==> config.mk <==
export PLATFORM = sky130hd
export DESIGN_NAME = fwft_word_serializer
export DESIGN_NICKNAME = d
export VERILOG_FILES = /design/src/rtl/fwft_word_serializer.sv
export SDC_FILE = /design/constraint.sdc
export NUM_CORES = 1
export LEC_CHECK = 0
export CORE_UTILIZATION = 45
export CTS_BUF_LIST = sky130_fd_sc_hd__clkbuf_4
export DETAILED_ROUTE_END_ITERATION = 12
export HOLD_SLACK_MARGIN = 0.06
export PLACE_DENSITY = 0.75
export SETUP_SLACK_MARGIN = 0.02
export SYNTH_ARGS = -nofsm -noshare
export SYNTH_HDL_FRONTEND = slang
export SYNTH_SLANG_ARGS = --single-unit
==> constraint.sdc <==
create_clock -name clk -period 6.15 [get_ports clk]
set_input_delay 1.23 -clock clk [delete_from_list [all_inputs] [get_ports clk]]
set_output_delay 1.23 -clock clk [all_outputs]
set_load 0.05 [all_outputs]
==> src/rtl/fwft_word_serializer.sv <==
// Pops wide words from a first-word-fall-through FIFO and streams each one out as
// IN_WIDTH/OUT_WIDTH narrow slices on a valid/ready port. Define SERIALIZER_MSB_FIRST_EN
// to emit the most significant slice first; by default the least significant slice goes first.
module fwft_word_serializer #(
    parameter int IN_WIDTH  = 64,
    parameter int OUT_WIDTH = 16,
    localparam int RATIO     = IN_WIDTH / OUT_WIDTH,
    localparam int CNT_WIDTH = $clog2(RATIO) + 1
) (
    input  logic                 clk,
    input  logic                 reset,
    input  logic                 fifo_empty,
    input  logic [IN_WIDTH-1:0]  fifo_data,
    output logic                 fifo_pop,
    output logic                 m_valid,
    input  logic                 m_ready,
    output logic [OUT_WIDTH-1:0] m_data,
    output logic                 m_last,
    output logic [31:0]          word_count
);

    typedef enum logic [0:0] {
        S_EMPTY = 1'b0,
        S_HOLD  = 1'b1
    } state_t;

    localparam logic [CNT_WIDTH-1:0] LAST_IDX = CNT_WIDTH'(RATIO - 1);

    state_t                 r_state;
    state_t                 w_state_next;
    logic [IN_WIDTH-1:0]    r_shift;
    logic [CNT_WIDTH-1:0]   r_slice_idx;
    logic [31:0]            r_word_count;

    logic                   w_hold;
    logic                   w_at_last;
    logic                   w_accept;
    logic                   w_last_acc;
    logic                   w_pop;
    logic [OUT_WIDTH-1:0]   w_slice0;
    logic [IN_WIDTH-1:0]    w_shift_adv;

    assign w_hold     = (r_state == S_HOLD);
    assign w_at_last  = (r_slice_idx == LAST_IDX);
    assign w_accept   = w_hold && m_ready;
    assign w_last_acc = w_accept && w_at_last;
    // A pop may coincide with the final accept so consecutive words stream without a bubble.
    assign w_pop      = !reset && !fifo_empty && (!w_hold || w_last_acc);

`ifdef SERIALIZER_MSB_FIRST_EN
    assign w_slice0    = r_shift[IN_WIDTH-1 -: OUT_WIDTH];
    assign w_shift_adv = r_shift << OUT_WIDTH;
`else
    assign w_slice0    = r_shift[OUT_WIDTH-1:0];
    assign w_shift_adv = r_shift >> OUT_WIDTH;
`endif

    always_ff @(posedge clk or posedge reset) begin
        if (reset) begin
            r_state <= S_EMPTY;
        end else begin
            r_state <= w_state_next;
        end
    end

    always_comb begin
        w_state_next = r_state;
        case (r_state)
            S_EMPTY: begin
                if (w_pop) begin
                    w_state_next = S_HOLD;
                end
            end
            S_HOLD: begin
                if (w_last_acc && !w_pop) begin
                    w_state_next = S_EMPTY;
                end
            end
            default: w_state_next = S_EMPTY;
        endcase
    end

    always_comb begin
        fifo_pop = w_pop;
        m_valid  = w_hold;
        m_last   = w_hold && w_at_last;
        m_data   = w_hold ? w_slice0 : '0;
    end

    always_ff @(posedge clk or posedge reset) begin
        if (reset) begin
            r_shift      <= '0;
            r_slice_idx  <= '0;
            r_word_count <= '0;
        end else begin
            if (w_pop) begin
                r_shift     <= fifo_data;
                r_slice_idx <= '0;
            end else if (w_accept) begin
                r_shift     <= w_shift_adv;
                r_slice_idx <= w_last_acc ? '0 : r_slice_idx + 1'b1;
            end
            if (w_last_acc) begin
                r_word_count <= r_word_count + 32'd1;
            end
        end
    end

    assign word_count = r_word_count;

endmodule

==> results of run 1 <==
-- stage by stage --
step / utilization [%] / instances / setup slack (ns)
finish: 61.2 / 696 / 1.66
global route: 61.2 / 696 / 1.60
CTS: 61.2 / 696 / 1.64
detailed placement: 59.5 / 680 / 1.65
global placement: 59.5 / 680 / 1.67
floorplan: - / 451 / 2.30
-- area by class of cell --
class / instances / area [µm²]
fill: 836 / 3800
sequential: 100 / 2500
multi-input combinational: 324 / 1940
timing repair buffer: 120 / 1200
tap: 133 / 166
clock inverter: 7 / 90.1
clock buffer: 9 / 67.6
inverter: 3 / 13.8
-- registers in the layout, indices dropped and copies added, names as in the netlist --
| signal | cells |
|---|---|
| word_count | 32 |
| r_shift | 64 |
| m_valid | 1 |
| r_slice_idx | 3 |
-- metal layers --
metal	up-vias	global-route usage [%]	wire [µm]
met2	93	31.2	4570
met5	-	0	0
met4	0	6.15	70
met1	1664	27.3	4650
li1	1724	-	-
met3	10	2.78	439
-- how the worst max path moves through the flow --
stage	startpoint	cells after the start	end	slack, ns
after CTS	m_ready	4	fifo_pop	1.64
final	m_ready	4	fifo_pop	1.66
after floorplan	reset	1	m_valid	2.30
after global placement	m_ready	4	fifo_pop	1.67
after global routing	m_ready	4	fifo_pop	1.60
after detailed placement	m_ready	4	fifo_pop	1.65
-- logic make-up after synthesis --
kind of cell	synth area share, %
buffers and inverters	2.67
and+or+nand+nor	17.6
xor gates and xnor gates	5.97
DFF	55.0
muxes	10.6
adders and majority gates	0.550
AOI/OAI and AO/OA	7.64
-- critical path, stage by stage --
cell and delay, ns:
clkdlybuf4s50_1 0.61, nand4b_4 0.21, a211oi_4 0.35, clkdlybuf4s50_1 0.87
-- power by group through the flow --
stage          clock network, mW  logic [mW]  registers (mW)
4_1_cts                    0.391       0.662           0.893
5_1_grt                    0.410       0.710           0.912
3_3_place_gp                   0       0.645           0.901
6_report                   0.377       0.653           0.892
3_5_place_dp                   0       0.661           0.908
2_1_floorplan                  0       0.432           0.909
-- cells in the mapped netlist, drive strengths merged --
master  count
or3         1
buf        12
xnor2      20
nor3        4
nand4b      2
nand3      10
o21ai      65
dfrtp     100
inv         3
nand2     106
ha          2
nor2b       2
a211oi      1
nor2       16
and2       18
and3        4
nand4       6
nor4        1
mux2i      48
clkbuf     12
xor2       11
or2         1
and4        4
a21oi       2
==> results by group, run 1 <==
Timing
  – Final hold violations: 0
  – Worst Skew: 0.0207 ns
  – Slew @ Worst Pin: 1.10 ns
  – Final Setup Violations: 0
  – Final slew viol count: 0
  – Slew HR: 26.7%
  – Min Tclk post-route: 4.49 ns
  – Final period util: 73.1%
  – Highest Clock Rate: 222 MHz
  – RSZ-0062 raised after global routing: false
  – Worst hold margin: 0.484 ns
  – Post-Route Setup TNS: 0 ns

Clock network
  – CTS tree: yes
  – CTS root buffer: clkbuf_4
  – Post-CTS Hold Fix Bufs: 0
  – H-tree depth: 3
  – Clock tree buffer depth: 2
  – Postcts setup bufs: 0
  – Total CTS buffers: 9
  – Clock Latency Late Sink: 0.45 ns
  – Sink Count: 100
  – Clk slew on worst S/H paths: 0.16 ns
  – Post-cts sizing count: 0

Power
  – Seq pwr share: 46.4%
  – Internal: 1.19 mW
  – Switching share of total power: 38.0%
  – Pwr per Cell Area: 322 nW/µm²
  – Maximum vdd drop: 0.179 mV
  – Pwr Total: 1.92 mW
  – Psw: 0.731 mW
  – Comb pwr share: 34.0%
  – Leak: 2.68 nW
  – Clock share of power: 19.6%

GRT
  – Gr ovfl total: 0
  – Pin count of the biggest net entering global routing: 132
  – First-pass GRT wire length: 15.9 mm
  – Tot GR Track Use: 19.4%
  – Initial antenna violation count: 0
  – Number of global-route vias before repair: 3,347

Floorplan
  – Core ar.: 9770 µm²
  – Total die area: 10,500 µm²
  – Die height: 103 µm
  – Initial Util: 46.6%
  – # IOs: 119
  – Die width: 103 µm
  – Standard-cell rows: 36

Setup path
  – Worst EP required: 4.92 ns
  – Startpoint types: primary input
  – Worst R2R Path Depth: 5
  – Reg-to-reg endpoint: word_count[31]
  – R2R Setup Slk: 3.16 ns
  – Worst r2r src: m_valid
  – CP max FO: 8
  – Worst Path Class, Setup: in -> out
  – Crit. End Element: primary output
  – CP arrival: 3.26 ns

Logic synthesis
  – Synth top area cells: dfrtp_1, mux2i_1, nand2_1, o21ai_0, xnor2_1
  – Synthesized area per cell: 10.1 µm²
  – Yosys warnings: 0
  – Syn_nets: 521
  – Gate Count Post-Synth: 451
  – Post-synthesis sequential area ratio: 55.0%
  – Seq cells post-synth: 100
  – Area leader, netlist: dfrtp_1
  – Synth cell types: 27
  – Post-synthesis cell area: 4550 µm²
  – Post-synth top area share: 55.0%

Min path
  – Hold path endpoint: word_count[31]
  – Worst Hold Launch: word_count[31]
  – Worst min path class: reg -> reg
  – Hold Path Depth: 1

Outcome
  – Status: complete, no violations

Detailed routing
  – Initial DRC count: 140
  – Vias: 3,491
  – Wirelength per Cell: 14.0 µm
  – Remaining antenna violation count: 0
  – DRT Pass-1 Iters: 4
  – Vias per cell: 5.02
  – DRC errors left: 0
  – Drt total wl: 9.73 mm

Cells and area
  – Ant diodes: 0
  – P&R area growth vs syn: 31.4%
  – Most common library cell in the layout ignoring fill and taps: clkdlybuf4s50_1
  – Share of layout cells above drive strength 1: 4.09%
  – Layout Nets: 628
  – Most frequent cells in the layout: clkdlybuf4s50_1, nand2_1, dfrtp_1
  – Fin area: 5980 µm²

Place
  – DP HPWL: 6.82 mm
  – Final Wtd Congestion: 0.822
  – Placed Area: 5820 µm²
  – # port buffers: 118

Run
  – Max Cap Viol: 0
Power figures use the tool's default switching activity.
==> run 2: changes to the inputs <==
==> constraint.sdc (replaced) <==
create_clock -name clk -period 4.3 [get_ports clk]
set_input_delay 0.86 -clock clk [delete_from_list [all_inputs] [get_ports clk]]
set_output_delay 0.86 -clock clk [all_outputs]
set_load 0.05 [all_outputs]
==> run 2 against run 1 <==
- via count increased by 1.5%
- global-route usage increased by 0.18 points
- sequential power grew 43%
- first-iteration DRC count up 0.71%
- worst hold slack better by 0.016 ns
- sequential cell count did not move
- setup slack worse by 0.67 ns
- clock power increased by 36%
- critical path depth decreased by 2
- critical path type is now reg -> out
- highest routed layer unchanged
==> results by group, run 2 (synthesis results as in run 1) <==
Outcome
  – Status: complete, no violations

Clock network
  – Clock Latency Late Sink: 0.44 ns
  – Clock tree buffer depth: 2
  – Sink Count: 100
  – H-tree depth: 3
  – Post-CTS Hold Fix Bufs: 0
  – Post-cts sizing count: 0
  – CTS tree: yes
  – Clk slew on worst S/H paths: 0.15 ns
  – CTS root buffer: clkbuf_4
  – Postcts setup bufs: 0
  – Total CTS buffers: 9

Timing
  – Slew HR: 28.6%
  – Final period util: 77.1%
  – Highest Clock Rate: 302 MHz
  – Worst Skew: 0.0219 ns
  – Post-Route Setup TNS: 0 ns
  – Worst hold margin: 0.500 ns
  – Final Setup Violations: 0
  – Slew @ Worst Pin: 1.07 ns
  – RSZ-0062 raised after global routing: false
  – Final hold violations: 0
  – Min Tclk post-route: 3.31 ns
  – Final slew viol count: 0

Detailed routing
  – DRT Pass-1 Iters: 4
  – Drt total wl: 9.56 mm
  – Vias per cell: 5.08
  – Vias: 3,544
  – Wirelength per Cell: 13.7 µm
  – DRC errors left: 0
  – Remaining antenna violation count: 0
  – Initial DRC count: 141

Cells and area
  – Layout Nets: 629
  – P&R area growth vs syn: 31.6%
  – Number of flip-flops in the largest register: 64
  – Ant diodes: 0
  – Most common library cell in the layout ignoring fill and taps: clkdlybuf4s50_1
  – Most frequent cells in the layout: clkdlybuf4s50_1, nand2_1, dfrtp_1
  – Largest reg by FF count: r_shift
  – Fillcell total: 846
  – Share of layout cells above drive strength 1: 4.43%

GRT
  – Initial antenna violation count: 0
  – Met1 usage: 28.2%
  – Number of global-route vias before repair: 3,413
  – M3 GR Usage: 3.19%
  – Pin count of the biggest net entering global routing: 132
  – Gr ovfl total: 0
  – First-pass GRT wire length: 16.0 mm
  – GR Util met2: 30.5%
  – GR peak layer: met2
  – Tot GR Track Use: 19.6%

Setup path
  – R2R Setup Slk: 1.40 ns
  – Worst EP required: 3.44 ns
  – Worst Path Class, Setup: reg -> out
  – Crit. End Element: primary output
  – CP max FO: 24
  – Startpoint types: flop
  – CP arrival: 2.45 ns

Power
  – Maximum vdd drop: 0.244 mV
  – Leak: 2.68 nW
  – Pwr per Cell Area: 455 nW/µm²

Floorplan
  – Initial Util: 46.6%
  – # IOs: 119
  – Die width: 103 µm
  – Core ar.: 9770 µm²
  – Standard-cell rows: 36
  – Total die area: 10,500 µm²
  – Die height: 103 µm

Place
  – Final Wtd Congestion: 0.818
  – DP HPWL: 6.80 mm
  – # port buffers: 118

Run
  – Max Cap Viol: 0

Min path
  – Worst min path class: reg -> reg
## run 2: cell count changes in the layout (fill, tap and decap cells not counted), sizes merged
cell	change
inv	-3
buf	+2
clkinv	+2
clkdlybuf4s50	-1
clkinvlp	+1
## run 2: cell type report
class                   instances  area (µm²)  share of cell area [%]
flip-flops and latches        100        2500                    41.8
clock inverters                 7        83.8                    1.40
multi-input cells             324        1940                    32.4
well taps                     133         166                    2.78
clock buffers                   9        67.6                    1.13
inverters                       3        13.8                   0.230
repair buffers                121        1210                    20.3
## run 2: stage by stage
stage          power (mW)  cells  util (%)  setup WS, ns  area [µm²]
3_3_place_gp         2.21    681      59.7          1.02        5840
2_1_floorplan        1.92    451         -         0.821        4550
5_1_grt              2.89    697      61.3         0.855        5990
4_1_cts              2.75    697      61.3         0.944        5990
3_5_place_dp         2.24    681      59.7         0.892        5840
6_report             2.72    697      61.3         0.985        5990
## run 2: path summary, 6_finish.rpt
kind | from | end | cells after the start
max | m_valid | m_data[7] | 2
max in group asynchronous | reset | r_shift[32] | 3
min reg2reg | word_count[14] | word_count[14] | 1
min in group asynchronous | reset | word_count[15] | 2
min | word_count[14] | word_count[14] | 1
max reg2reg | m_valid | r_shift[39] | 4
## run 2: critical path: stages, from the launching register on
cell and delay [ns]:
dfrtp_1 0.94, and2_1 0.24, clkdlybuf4s50_1 0.84
## run 2: per-layer routing
metal	share of wire [%]	vias up
met5	0	-
li1	-	1740
met4	1.0	0
met1	48	1695
met2	47	101
met3	4.7	8
## run 2: where the power goes
part | switching (mW) | internal [mW]
clock | 0.324 | 0.187
combinational | 0.556 | 0.379
sequential | 0.149 | 1.13
